**src/rtl/button_step_ctrl_if.sv**
```systemverilog
// Button inputs and counter-facing step outputs of button_step_ctrl.
// master = stimulus/board side, slave = the controller.
interface button_step_ctrl_if;
    logic btn_up;
    logic btn_down;
    logic enable;
    logic direction;
    logic lockout;

    modport master (output btn_up, btn_down, input enable, direction, lockout);
    modport slave  (input btn_up, btn_down, output enable, direction, lockout);
endinterface

```
**src/rtl/button_step_ctrl.sv**
```systemverilog
// Push-button front end for the up/down counter: sync + debounce per button,
// then a step/auto-repeat FSM that rejects simultaneous presses.

// One button lane: 2-flop synchroniser followed by a stable-run debouncer.
module button_debounce #(
    parameter int unsigned DEBOUNCE_CYCLES = 16
) (
    input  logic clk,
    input  logic rst,
    input  logic raw,
    output logic deb
);
    logic        s1, s2;
    logic [15:0] cnt;

    always_ff @(posedge clk or posedge rst) begin
        if (rst) begin
            s1  <= 1'b0;
            s2  <= 1'b0;
            cnt <= '0;
            deb <= 1'b0;
        end else begin
            s1 <= raw;
            s2 <= s1;
            // Any sample agreeing with deb restarts the stability run.
            if (s2 == deb) begin
                cnt <= '0;
            end else if (cnt == 16'(DEBOUNCE_CYCLES - 1)) begin
                deb <= s2;
                cnt <= '0;
            end else begin
                cnt <= cnt + 16'd1;
            end
        end
    end
endmodule

module button_step_ctrl #(
    parameter int unsigned DEBOUNCE_CYCLES = 16,
    parameter int unsigned REPEAT_DELAY    = 50_000_000,
    parameter int unsigned REPEAT_PERIOD   = 10_000_000
) (
    input  logic                clk,
    input  logic                rst,
    button_step_ctrl_if.slave   bus
);
    localparam int NUM_BTNS = 2;
    localparam int DN       = 0;
    localparam int UP       = 1;

    typedef enum logic [1:0] {IDLE, DELAY, REPEAT, LOCKOUT} state_t;

    logic [NUM_BTNS-1:0] raw, deb, deb_q, rise;
    state_t              state;
    logic [31:0]         timer, timer_last;
    logic                enable_r, dir_r, lock_r;
    logic                act, oth;

    assign raw = {bus.btn_up, bus.btn_down};

    button_debounce #(.DEBOUNCE_CYCLES(DEBOUNCE_CYCLES)) u_deb [NUM_BTNS-1:0] (
        .clk (clk),
        .rst (rst),
        .raw (raw),
        .deb (deb)
    );

    assign rise       = deb & ~deb_q;
    // The held button is the one matching the last stepped direction.
    assign act        = dir_r ? deb[UP] : deb[DN];
    assign oth        = dir_r ? deb[DN] : deb[UP];
    assign timer_last = (state == DELAY) ? 32'(REPEAT_DELAY - 1) : 32'(REPEAT_PERIOD - 1);

    always_ff @(posedge clk or posedge rst) begin
        if (rst) begin
            state    <= IDLE;
            timer    <= '0;
            enable_r <= 1'b0;
            dir_r    <= 1'b1;
            lock_r   <= 1'b0;
            deb_q    <= '0;
        end else begin
            deb_q    <= deb;
            enable_r <= 1'b0;
            case (state)
                IDLE: begin
                    if (&deb) begin
                        state  <= LOCKOUT;
                        lock_r <= 1'b1;
                    end else if (rise[UP]) begin
                        enable_r <= 1'b1;
                        dir_r    <= 1'b1;
                        timer    <= '0;
                        state    <= DELAY;
                    end else if (rise[DN]) begin
                        enable_r <= 1'b1;
                        dir_r    <= 1'b0;
                        timer    <= '0;
                        state    <= DELAY;
                    end
                end
                DELAY, REPEAT: begin
                    // Release, then lockout, both win over a timer expiry.
                    if (!act) begin
                        state <= IDLE;
                    end else if (oth) begin
                        state  <= LOCKOUT;
                        lock_r <= 1'b1;
                    end else if (timer == timer_last) begin
                        enable_r <= 1'b1;
                        timer    <= '0;
                        state    <= REPEAT;
                    end else begin
                        timer <= timer + 32'd1;
                    end
                end
                LOCKOUT: begin
                    if (~|deb) begin
                        state  <= IDLE;
                        lock_r <= 1'b0;
                    end
                end
                default: state <= IDLE;
            endcase
        end
    end

    assign bus.enable    = enable_r;
    assign bus.direction = dir_r;
    assign bus.lockout   = lock_r;
endmodule

```
**src/flat_wrapper.sv**
```systemverilog
// flat-port wrapper written by rule: the top's interface ports become plain ports
module button_step_ctrl_flat 
#(
    parameter int unsigned DEBOUNCE_CYCLES = 16,
    parameter int unsigned REPEAT_DELAY    = 50_000_000,
    parameter int unsigned REPEAT_PERIOD   = 10_000_000
)
  (clk, rst, bus_btn_up, bus_btn_down, bus_enable, bus_direction, bus_lockout);
  button_step_ctrl_if bus_i ();
  input  logic clk;
  input  logic rst;
  input wire logic [$bits(bus_i.btn_up)-1:0] bus_btn_up;
  input wire logic [$bits(bus_i.btn_down)-1:0] bus_btn_down;
  output wire logic [$bits(bus_i.enable)-1:0] bus_enable;
  output wire logic [$bits(bus_i.direction)-1:0] bus_direction;
  output wire logic [$bits(bus_i.lockout)-1:0] bus_lockout;
  assign bus_i.btn_up = bus_btn_up;
  assign bus_i.btn_down = bus_btn_down;
  assign bus_enable = bus_i.enable;
  assign bus_direction = bus_i.direction;
  assign bus_lockout = bus_i.lockout;
  button_step_ctrl #(.DEBOUNCE_CYCLES(DEBOUNCE_CYCLES), .REPEAT_DELAY(REPEAT_DELAY), .REPEAT_PERIOD(REPEAT_PERIOD)) u_core (.clk(clk), .rst(rst), .bus(bus_i));
endmodule
```
**config.mk**
```make
export PLATFORM = sky130hd
export DESIGN_NAME = button_step_ctrl_flat
export DESIGN_NICKNAME = d
export VERILOG_FILES = /design/src/rtl/button_step_ctrl_if.sv /design/src/rtl/button_step_ctrl.sv /design/src/flat_wrapper.sv
export SDC_FILE = /design/constraint.sdc
export NUM_CORES = 1
export LEC_CHECK = 0
export CAP_MARGIN = 20
export CORE_MARGIN = 5
export CORE_UTILIZATION = 40
export CTS_BUF_LIST = sky130_fd_sc_hd__clkbuf_8
export DETAILED_ROUTE_END_ITERATION = 12
export PLACE_DENSITY_LB_ADDON = 0.25
export SYNTH_ARGS = -nofsm -noshare
export SYNTH_HDL_FRONTEND = slang
export SYNTH_SLANG_ARGS = --single-unit
```
**constraint.sdc**
```tcl
create_clock -name clk -period 3 [get_ports clk]
set_input_delay 0.6 -clock clk [delete_from_list [all_inputs] [get_ports clk]]
set_output_delay 0.6 -clock clk [all_outputs]
set_load 0.03 [all_outputs]
```
==> summary.txt <==
Status
  • Status: completed

Worst hold path
  • HP Class: reg -> reg
  • Worst Hold Depth: 0

Pwr
  • Sw Ratio: between 30% and 40%
  • Leak: roughly 1.9 nW
  • Logic gate share of total power: 18.5%
  • Psw: between 700 and 800 uW
  • Largest vdd supply drop: a little over 0.3 mV
  • Seq pwr share: around half
  • Final Power: between 2 and 2.5 mW
  • PD cells: just over 500 mW/mm^2
  • Clk network pwr share: roughly 32%
  • Internal power: 1.539 mW

Synth
  • Sequential area share after synthesis: 48.49%
  • Syn_nets: 417
  • Yosys warnings: 0
  • Ys flop type: dfrtp_1
  • Cells after Synth: between 400 and 500
  • Yosys top cell by area: dfrtp_1
  • Fraction of registers with async set/reset: 100.0%
  • Seq cells post-synth: just under 80
  • Synth top area cells: dfrtp_1, xor2_1, nor2_1, nand4_1, a21oi_1
  • Synthesized area: just under 0.004 mm^2
  • Synth unique cells: 44
  • Top-area cell type share of the netlist area: a little under half
  • Post-synth EDFFs: 0
  • Avg Inst Size Synth: between 9 and 10 um^2

Placed design
  • Hpwl dp: 5188 um
  • Port bufs: 6
  • Placed cell areas: 0.004203 mm^2
  • GPL Wtd Cong: 0.8348

Worst setup path
  • Reg2Reg Depth: 6
  • Crit path launch type: register
  • Worst R2R Setup Slack: approximately 0.5 ns
  • CP endpoint kind: register
  • Setup CP Type: reg -> reg
  • Crit Path Max Fanout: 15
  • Critical path required time: between 3 and 4 ns
  • Arrival time worst endpoint: between 2 and 3 ns

Timing
  • TNS Setup: 0 ns
  • Worst slew pin tran: about 0.7 ns
  • Unrepaired setup endpoints after global routing: false
  • Fin crit share: between 80% and 90%
  • Endpoints failing hold: 0
  • Clk_skew: roughly 0.014 ns
  • Headroom to the max-slew limit: 52.30%
  • Max-slew violations: 0
  • Fmax achieved: 0.3985 GHz
  • Min Tclk post-route: between 2 and 3 ns
  • Endpoints failing setup: 0

CTS
  • Total CTS buffers: 9
  • Total clock sinks: 77
  • Post_cts resized: 0
  • CTS Buffer Depth: 2
  • Clock latency on the worst-skew pair: between 0.3 and 0.4 ns
  • H-tree depth: 3
  • Cts-stage hold buffer count: 0
  • Clock tree from TritonCTS: yes
  • CTS root buf: clkbuf_8
  • Clk pin slew, worst setup/hold paths: about 0.080 ns
  • Post-CTS Setup Inserts: 0

GRT
  • GRT Total Usage: between 10 and 15%
  • Vias in the first global route: a little under 3,000
  • Initial antenna violation count: 0
  • Largest net degree at the start of global routing: 43
  • First-pass GRT wire length: 13,780 um
  • Congestion Overflow GR: 0

Layout
  • Ant. Diodes: 0
  • Post-route cell area: 0.004379 mm^2
  • Commonest non-fill, non-tap cells in the layout: dfrtp_1, nor2_1, xor2_1
  • Area Overhead vs Synth: 10.13%
  • Commonest non-fill, non-tap cell in the layout: dfrtp_1
  • Sequential cell area: between 0.0015 and 0.002 mm^2
  • Fin nets: 425
  • Multi-input gate area: 0.001956 mm^2
  • Layout fillers: 981
  • Layout cells sized above 1: under 10%
  • Final core occ: between 40 and 50%

Floorplan
  • Boundary Pins: 7
  • Initial core utilization: approximately 41%
  • Die Wd: roughly 110 um
  • Row cnt: 36
  • Core area: 0.009729 mm^2
  • Die footprint: between 0.01 and 0.015 mm^2
  • Die height: approximately 110 um

Drt
  • Routed wire length: between 7000 and 8000 um
  • Drt first-iter violations: around 210
  • Remaining antenna violation count after routing: 0
  • Via count: around 3,000
  • Vias per Instance: between 5 and 6
  • Initial DRT Pass Iterations: 4
  • # DRC: 0
  • Routed length per instance: approximately 14 um

Flow run
  • Max_cap viols: 0
==> sequential cells by signal (all words and copies together), names as in the netlist <==
register              flops
u_core.state              2
u_core.bus.lockout        1
u_core.timer             32
u_core.bus.enable         1
u_core.u_deb.cnt         32
u_core.bus.direction      1
u_core.deb_q              2
u_core.u_deb.s1           2
u_core.u_deb.deb          2
u_core.u_deb.s2           2
==> layout make-up <==
cell class | count | area share, %
clock inverters | 6 | 0.8857
multi-input cells | 304 | 44.66
clock buffers | 10 | 3.143
repair buffers | 12 | 2.686
well taps | 133 | 3.800
flip-flops and latches | 77 | 44.03
inverters | 9 | 0.8000
==> routing by layer <==
| metal | GRT usage (%) | vias up | part of all wire [%] | wire, um |
|---|---|---|---|---|
| met5 | 0 | - | 0 | 0 |
| met4 | 5.432 | 0 | 1.7 | 133 |
| met3 | 4.698 | 16 | 4.0 | 308 |
| met2 | 22.23 | 40 | 45 | 3529 |
| met1 | 19.51 | 1435 | 49 | 3816 |
| li1 | - | 1479 | - | - |
==> critical path, stage by stage, from the launching register on <==
cell	delay (ns)
dfrtp_1	0.58
or3b_1	0.44
a31oi_4	0.21
buf_4	0.24
nand4_4	0.24
or4b_1	0.57
a21oi_1	0.15
==> synth_stat cells, types with 5 or more instances <==
master    instances
o21ai_0          12
buf_2             5
ha_1              8
nand2_1          25
xor2_1           32
inv_1             9
and4_1           10
nand4_1          24
o31ai_1           8
nor2_1           54
clkbuf_1         10
nand3_1          19
and3_1           13
dfrtp_1          76
nor4_1            6
or3_1            10
or4_1             9
xnor2_1          11
a21oi_1          21
==> metrics by stage <==
stage / setup slack [ns] / hold slack, ns / cells
floorplan: 0.4350 / 0.3312 / 405
global placement: 0.5884 / 0.3366 / 535
detailed placement: 0.5282 / 0.3378 / 535
CTS: 0.5010 / 0.3583 / 551
global route: 0.2961 / 0.3887 / 551
finish: 0.4907 / 0.3562 / 551
==> kinds of logic (layout without fill, tap and decap cells) <==
family                   count (synthesis)  count (layout)  synth area share [%]
AO/OA/AOI/OAI                           52              52                 7.961
XOR/XNOR                                43              43                 9.471
adder cells (fa/ha/maj)                  8               8                 2.517
buffers and inverters                   24              37                 2.423
flip-flops                              77              77                 48.49
multiplexers                             6               6                 1.605
AND/OR/NAND/NOR                        195             195                 27.53
==> power by group through the flow <==
stage	combinational, mW	sequential (mW)	clock, mW
3_5_place_dp	0.417	1.13	0
5_1_grt	0.460	1.11	0.805
2_1_floorplan	0.309	1.12	0
3_3_place_gp	0.413	1.12	0
6_report	0.415	1.11	0.729
4_1_cts	0.418	1.11	0.761
==> path summary, 6_finish.rpt <==
kind	start	endpoint
worst min-delay path	u_core.u_deb[1].s1	u_core.u_deb[1].s2
worst max-delay path	u_core.u_deb[0].deb	u_core.timer[27]
worst min register to register	u_core.u_deb[1].s1	u_core.u_deb[1].s2
max in group asynchronous	rst	u_core.timer[3]
min in group asynchronous	rst	u_core.u_deb[1].cnt[9]
worst max register to register	u_core.u_deb[0].deb	u_core.timer[27]
No activity file was read; power rests on OpenSTA's default activity.
